`src/rtl/ahb_arbiter_param.sv`:
```
// ahb_arbiter_param
//
// Parametrised AHB bus arbiter for up to 16 masters. Supports fixed-priority or
// round-robin arbitration, locked-transfer hold, SPLIT masking with HSPLIT release,
// and a default-master fallback when no eligible master is requesting.
//
// Parameters:
//   NUM_MASTERS    - number of masters, 2..16
//   DEFAULT_MASTER - index granted when no eligible request exists (< NUM_MASTERS)
//   ARB_MODE       - 0 = fixed priority (lowest index wins), 1 = round-robin
//
// Ports:
//   HCLK       in   bus clock, all state changes on its rising edge
//   HRESETn    in   asynchronous active-low reset
//   HBUSREQx   in   per-master bus request
//   HLOCKx     in   per-master locked-transfer request
//   HSPLIT     in   split-release bits (OR of all slaves), bit i unmasks master i
//   HREADY     in   transfer done / ready from the selected slave
//   HRESP      in   slave response, 2'b11 = SPLIT
//   HGRANTx    out  registered one-hot grant
//   HMASTER    out  index of the master owning the current address phase
//   HMASTLOCK  out  current address phase is locked
//
// All outputs come straight from registers.

module ahb_arbiter_param #(
    parameter int unsigned NUM_MASTERS    = 16,
    parameter int unsigned DEFAULT_MASTER = 0,
    parameter int unsigned ARB_MODE       = 0
) (
    input  logic                   HCLK,
    input  logic                   HRESETn,
    input  logic [NUM_MASTERS-1:0] HBUSREQx,
    input  logic [NUM_MASTERS-1:0] HLOCKx,
    input  logic [NUM_MASTERS-1:0] HSPLIT,
    input  logic                   HREADY,
    input  logic [1:0]             HRESP,
    output logic [NUM_MASTERS-1:0] HGRANTx,
    output logic [3:0]             HMASTER,
    output logic                   HMASTLOCK
);

    localparam logic [NUM_MASTERS-1:0] DefGrant = NUM_MASTERS'(1) << DEFAULT_MASTER;
    localparam logic [3:0]             DefIdx   = 4'(DEFAULT_MASTER);
    localparam logic [3:0]             LastIdx  = 4'(NUM_MASTERS - 1);
    localparam logic [1:0]             RespSplit = 2'b11;

    // Registered state
    logic [NUM_MASTERS-1:0] grant_q, grant_d;
    logic [3:0]             hmaster_q, hmaster_d;
    logic                   hmastlock_q, hmastlock_d;
    logic [NUM_MASTERS-1:0] split_mask_q, split_mask_d;
    logic [3:0]             rr_ptr_q, rr_ptr_d;

    // Decoded current grant
    logic [3:0]             g_idx;
    logic                   lock_g;

    // Arbitration control
    logic                   split_set;
    logic                   lock_hold;
    logic                   arb_cycle;
    logic [NUM_MASTERS-1:0] eligible;
    logic [NUM_MASTERS-1:0] above_ptr;
    logic [NUM_MASTERS-1:0] eligible_hi;
    logic [3:0]             win_idx;
    logic                   win_real;

    // Lowest set index of a request vector; 0 when empty (callers guard on empty).
    function automatic logic [3:0] lowest_idx(input logic [NUM_MASTERS-1:0] v);
        logic [3:0] idx;
        idx = '0;
        for (int i = NUM_MASTERS - 1; i >= 0; i--) begin
            if (v[i]) begin
                idx = 4'(i);
            end
        end
        return idx;
    endfunction

    // Encode the one-hot grant and pick up that master's lock request.
    always_comb begin
        g_idx  = '0;
        lock_g = 1'b0;
        for (int i = 0; i < NUM_MASTERS; i++) begin
            if (grant_q[i]) begin
                g_idx  = 4'(i);
                lock_g = HLOCKx[i];
            end
        end
    end

    // A locked sequence keeps its grant, plus one further address phase after the
    // lock request drops (HMASTLOCK still high covers that last phase).
    assign split_set = ~HREADY & (HRESP == RespSplit);
    assign lock_hold = lock_g | hmastlock_q;
    assign arb_cycle = HREADY & ~lock_hold & ~split_set;
    assign eligible  = HBUSREQx & ~split_mask_q;

    // Round-robin: masters strictly above rr_ptr are searched first, then the
    // remainder from 0 upwards. The last winner (at rr_ptr) is therefore last.
    always_comb begin
        above_ptr = '0;
        for (int i = 0; i < NUM_MASTERS; i++) begin
            above_ptr[i] = (4'(i) > rr_ptr_q);
        end
    end

    assign eligible_hi = eligible & above_ptr;

    always_comb begin
        win_real = (eligible != '0);
        win_idx  = DefIdx;
        if (win_real) begin
            if (ARB_MODE == 1) begin
                if (eligible_hi != '0) begin
                    win_idx = lowest_idx(eligible_hi);
                end else begin
                    win_idx = lowest_idx(eligible);
                end
            end else begin
                win_idx = lowest_idx(eligible);
            end
        end
    end

    // Next-state for grant and round-robin pointer. The default master is granted
    // with no eligible request, even if it is split-masked (acts as idle master).
    always_comb begin
        grant_d  = grant_q;
        rr_ptr_d = rr_ptr_q;
        if (arb_cycle) begin
            for (int i = 0; i < NUM_MASTERS; i++) begin
                grant_d[i] = (4'(i) == win_idx);
            end
            if (win_real) begin
                rr_ptr_d = win_idx;
            end
        end
    end

    // Address-phase owner advances on every completed transfer.
    always_comb begin
        hmaster_d   = hmaster_q;
        hmastlock_d = hmastlock_q;
        if (HREADY) begin
            hmaster_d   = g_idx;
            hmastlock_d = lock_g;
        end
    end

    // Split mask: release by HSPLIT, set by the first SPLIT response cycle.
    // Set is applied after clear so a simultaneous set wins.
    always_comb begin
        split_mask_d = split_mask_q & ~HSPLIT;
        for (int i = 0; i < NUM_MASTERS; i++) begin
            if (split_set && (hmaster_q == 4'(i))) begin
                split_mask_d[i] = 1'b1;
            end
        end
    end

    always_ff @(posedge HCLK or negedge HRESETn) begin
        if (!HRESETn) begin
            grant_q      <= DefGrant;
            hmaster_q    <= DefIdx;
            hmastlock_q  <= 1'b0;
            split_mask_q <= '0;
            rr_ptr_q     <= LastIdx;
        end else begin
            grant_q      <= grant_d;
            hmaster_q    <= hmaster_d;
            hmastlock_q  <= hmastlock_d;
            split_mask_q <= split_mask_d;
            rr_ptr_q     <= rr_ptr_d;
        end
    end

    assign HGRANTx   = grant_q;
    assign HMASTER   = hmaster_q;
    assign HMASTLOCK = hmastlock_q;

endmodule
```
`config.mk`:
```
export PLATFORM = sky130hd
export DESIGN_NAME = ahb_arbiter_param
export DESIGN_NICKNAME = d
export VERILOG_FILES = /design/src/rtl/ahb_arbiter_param.sv
export SDC_FILE = /design/constraint.sdc
export NUM_CORES = 1
export LEC_CHECK = 0
export CORE_MARGIN = 4
export CORE_UTILIZATION = 46
export CTS_BUF_LIST = sky130_fd_sc_hd__clkbuf_2 sky130_fd_sc_hd__clkbuf_4 sky130_fd_sc_hd__clkbuf_8
export CTS_CLUSTER_DIAMETER = 80
export DETAILED_ROUTE_END_ITERATION = 8
export MAX_ROUTING_LAYER = met4
export PLACE_DENSITY = 0.82
export SKIP_LAST_GASP = 1
export SLEW_MARGIN = 20
export SYNTH_ARGS = -nofsm -noshare
export SYNTH_HDL_FRONTEND = slang
export SYNTH_SLANG_ARGS = --single-unit
```
`constraint.sdc`:
```
create_clock -name HCLK -period 2.16 [get_ports HCLK]
set_input_delay 0.432 -clock HCLK [delete_from_list [all_inputs] [get_ports HCLK]]
set_output_delay 0.432 -clock HCLK [all_outputs]
set_load 0.02 [all_outputs]
```
==> impl_metrics.env <==
export IMPL_clkPwrFrac=0.210
export IMPL_grt_start_max_net_pins=38
export IMPL_hold_depth=2
export IMPL_async_flop_share=1.00
export IMPL_synth_fp_nets=282
export IMPL_crit_path_frequent_cell="a21oi_2"
export IMPL_drtPass1Iterations=4
export IMPL_relSlewSlack=0.670
export IMPL_start_kind="input port"
export IMPL_dp_hpwl_microns=4610
export IMPL_critical_path_depth=8
export IMPL_slew_viol_final=0
export IMPL_vias=2133
export IMPL_ys_warn_count=0
export IMPL_syn_mean_instance_area_sq_um=9.05
export IMPL_comb_power_share=0.413
export IMPL_mappedNetlistArea_sq_um=2070
export IMPL_synthTopCellsByArea="dfrtp_1, o22ai_1, inv_1, o21ai_0, nand2b_1"
export IMPL_vdd_ir_drop_max_uv=349
export IMPL_hold_end="split_mask_q[14]"
export IMPL_synthAdderAreaFrac=0
export IMPL_worstPathMaxFanout=6
export IMPL_r2r_end="HGRANTx[13]"
export IMPL_antenna_found_initial=0
export IMPL_max_stage_delay_ps=450
export IMPL_dieArea_sq_um=5640
export IMPL_ant_nets=0
export IMPL_p_sw_frac=0.346
export IMPL_cts_buffers=5
export IMPL_yosysTopAreaCell="dfrtp_1"
export IMPL_final_layout_size_suffix_gt1_frac=0.162
export IMPL_routedWlPerCell_microns=15.3
export IMPL_final_common_cell="clkdlybuf4s50_1"
export IMPL_drt_total_wl_microns=5800
export IMPL_nets=380
export IMPL_rsz0062_at_grt="yes"
export IMPL_fillCellCount=319
export IMPL_p_per_area_nw_per_um2=731
export IMPL_synth_compound_area_frac=0.295
export IMPL_postCtsHoldBufs=0
export IMPL_cts_buffer_depth=2
export IMPL_reg2reg_from="HGRANTx[8]"
export IMPL_final_cell_mix="clkdlybuf4s50_1, dfrtp_1, inv_1"
export IMPL_syn_inst=229
export IMPL_cp_arrival_ps=2260
export IMPL_syn2layout_area_growth_pct=52.8
export IMPL_dieHeight_microns=75.1
export IMPL_synth_edf_count=0
export IMPL_initial_utilization=0.476
export IMPL_std_cell_rows=24
export IMPL_dp_cells=372
export IMPL_via_per_inst=5.63
export IMPL_clk_pin_slew_ps=70
export IMPL_hold_violations=0
export IMPL_slowest_stage="clkdlybuf4s50_1"
export IMPL_antenna_cells=0
export IMPL_period_share=0.964
export IMPL_yosysTopAreaCellShare=0.435
export IMPL_cp_top_family="compound AO/OA/AOI/OAI gates"
export IMPL_track_usage=0.226
export IMPL_remaining_drc_errors=0
export IMPL_cts_root_buf="clkbuf_8"
export IMPL_ys_types=49
export IMPL_clkSinkCount=37
export IMPL_reg2reg_slack_ps=170
export IMPL_grt_pass1_vias=2167
export IMPL_worstHoldStart="split_mask_q[14]"
export IMPL_initialDrtViolationCount=183
export IMPL_path_class="input port to flop"
export IMPL_p_leak_uw=0.00132
export IMPL_endpoint_kind="flop"
export IMPL_htreeDepth=2
export IMPL_gp_congestion=0.814
export IMPL_seq_power_share=0.377
export IMPL_synthXorXnorAreaFrac=0
export IMPL_finalSetupViolCount=0
export IMPL_placed_area_sq_um=3000
export IMPL_synth_flop_cell="dfrtp_1"
export IMPL_fin_area_sq_um=3170
export IMPL_tightest_slew_ps=491
export IMPL_min_period_ps=2080
export IMPL_path_buf_inv=2
export IMPL_coreArea_sq_um=4350
export IMPL_p_int_uw=1510
export IMPL_synthMuxAreaShare=0
export IMPL_die_w_microns=75.1
export IMPL_fmax_ghz=0.480
export IMPL_status="finished clean"
export IMPL_ys_seq_area_frac=0.447
export IMPL_path_cells="clkdlybuf4s50_1 -> nor3b_2 -> a2111oi_4 -> a21oi_2 -> a21oi_2 -> or2_1 -> buf_4 -> o41ai_4"
export IMPL_io_pins=74
export IMPL_drv_cap=0
export IMPL_synthSimpleGateAreaFrac=0.191
export IMPL_cts_tree="done"
export IMPL_overflow=0
export IMPL_r2r_cells=7
export IMPL_switching_power_uw=801
export IMPL_fin_cells=379
export IMPL_io_buffers=73
export IMPL_synth_top_family_by_area="compound AO/OA/AOI/OAI gates"
export IMPL_fin_skew_ps=5.50
export IMPL_fin_hold_ws_ps=533
export IMPL_clock_latency_ps=280
export IMPL_grt_pass1_wl_microns=9450
export IMPL_synth_seq_cells=37
export IMPL_hold_path_class="flop to flop"
export IMPL_required_ps=2340
## layer usage
metal	vias up	share of wire	global-route usage	wire, microns
met1	994	0.43	0.272	2510
li1	1041	-	-	-
met4	0	0.024	0.0929	142
met2	82	0.48	0.372	2760
met3	16	0.067	0.0427	388
met5	-	0	-	0
## kinds of logic after synthesis
group                  after synthesis
AO/OA/AOI/OAI                       88
flip-flops                          37
AND/OR/NAND/NOR                     74
buffers and inverters               30
## registers in the layout, summed over array words and instances (netlist names)
signal and count:
HMASTLOCK 1, HGRANTx 16, HMASTER 4, split_mask_q 16
## metrics by stage
stage / TNS [ps] / utilization / power [uW] / setup WS [ps]
2_1_floorplan: 0 / - / 1410 / 255
4_1_cts: 0 / 0.709 / 2300 / 5.53
3_5_place_dp: -3490 / 0.688 / 1810 / -313
5_1_grt: -6.72 / 0.727 / 2450 / -5.86
6_report: 0 / 0.727 / 2310 / 78.2
3_3_place_gp: -2290 / 0.688 / 1790 / -186
## cell type report
| type | instances | area (sq um) | area share |
|---|---|---|---|
| Inverter | 25 | 93.8 | 0.0296 |
| Clock buffer | 7 | 90.1 | 0.0284 |
| Timing Repair Buffer | 96 | 903 | 0.285 |
| Multi-Input combinational cell | 162 | 1090 | 0.343 |
| Tap cell | 52 | 65.1 | 0.0205 |
| Sequential cell | 37 | 927 | 0.293 |
## worst reg2reg max path, stage by stage, from the launching register on
cell and delay (ps):
dfrtp_1 450, nor3b_2 200, a2111oi_4 380, o211ai_1 160, a21oi_2 230, or2_1 160, buf_4 180, o32ai_1 110
## repair_timing
action,in CTS,in global routing
cloned,0,0
setup buffers,0,0
resized for setup,0,12
setup endpoints to repair,2,16
pin swaps,1,3
## Yosys cell counts, types with 3 or more instances
| master | number |
|---|---|
| dfrtp_1 | 36 |
| nand2_1 | 18 |
| a21oi_1 | 12 |
| o21ai_0 | 16 |
| nor2b_1 | 11 |
| o31ai_1 | 6 |
| inv_1 | 25 |
| nor2_1 | 13 |
| nand2b_1 | 11 |
| nand3b_1 | 3 |
| o21ai_1 | 4 |
| a32o_2 | 4 |
| o41ai_1 | 4 |
| nor3_1 | 4 |
| a211oi_1 | 3 |
| nand4_1 | 3 |
| o22ai_1 | 16 |
## power by group through the flow
stage / sequential [uW] / clock (uW) / combinational, uW
6_report: 872 / 485 / 956
5_1_grt: 886 / 531 / 1030
4_1_cts: 868 / 503 / 933
3_5_place_dp: 881 / 0 / 930
3_3_place_gp: 878 / 0 / 914
2_1_floorplan: 941 / 0 / 469
## worst max path at each step
stage,from,endpoint,slack (ps)
after floorplan,HGRANTx[8],HGRANTx[15],260
after global placement,HLOCKx[8],HGRANTx[8],-190
after detailed placement,HLOCKx[8],HGRANTx[9],-310
after CTS,HLOCKx[8],HGRANTx[9],6
after global routing,HLOCKx[8],HGRANTx[15],-6
final,HLOCKx[8],HGRANTx[5],80
Power figures use the tool's default switching activity.
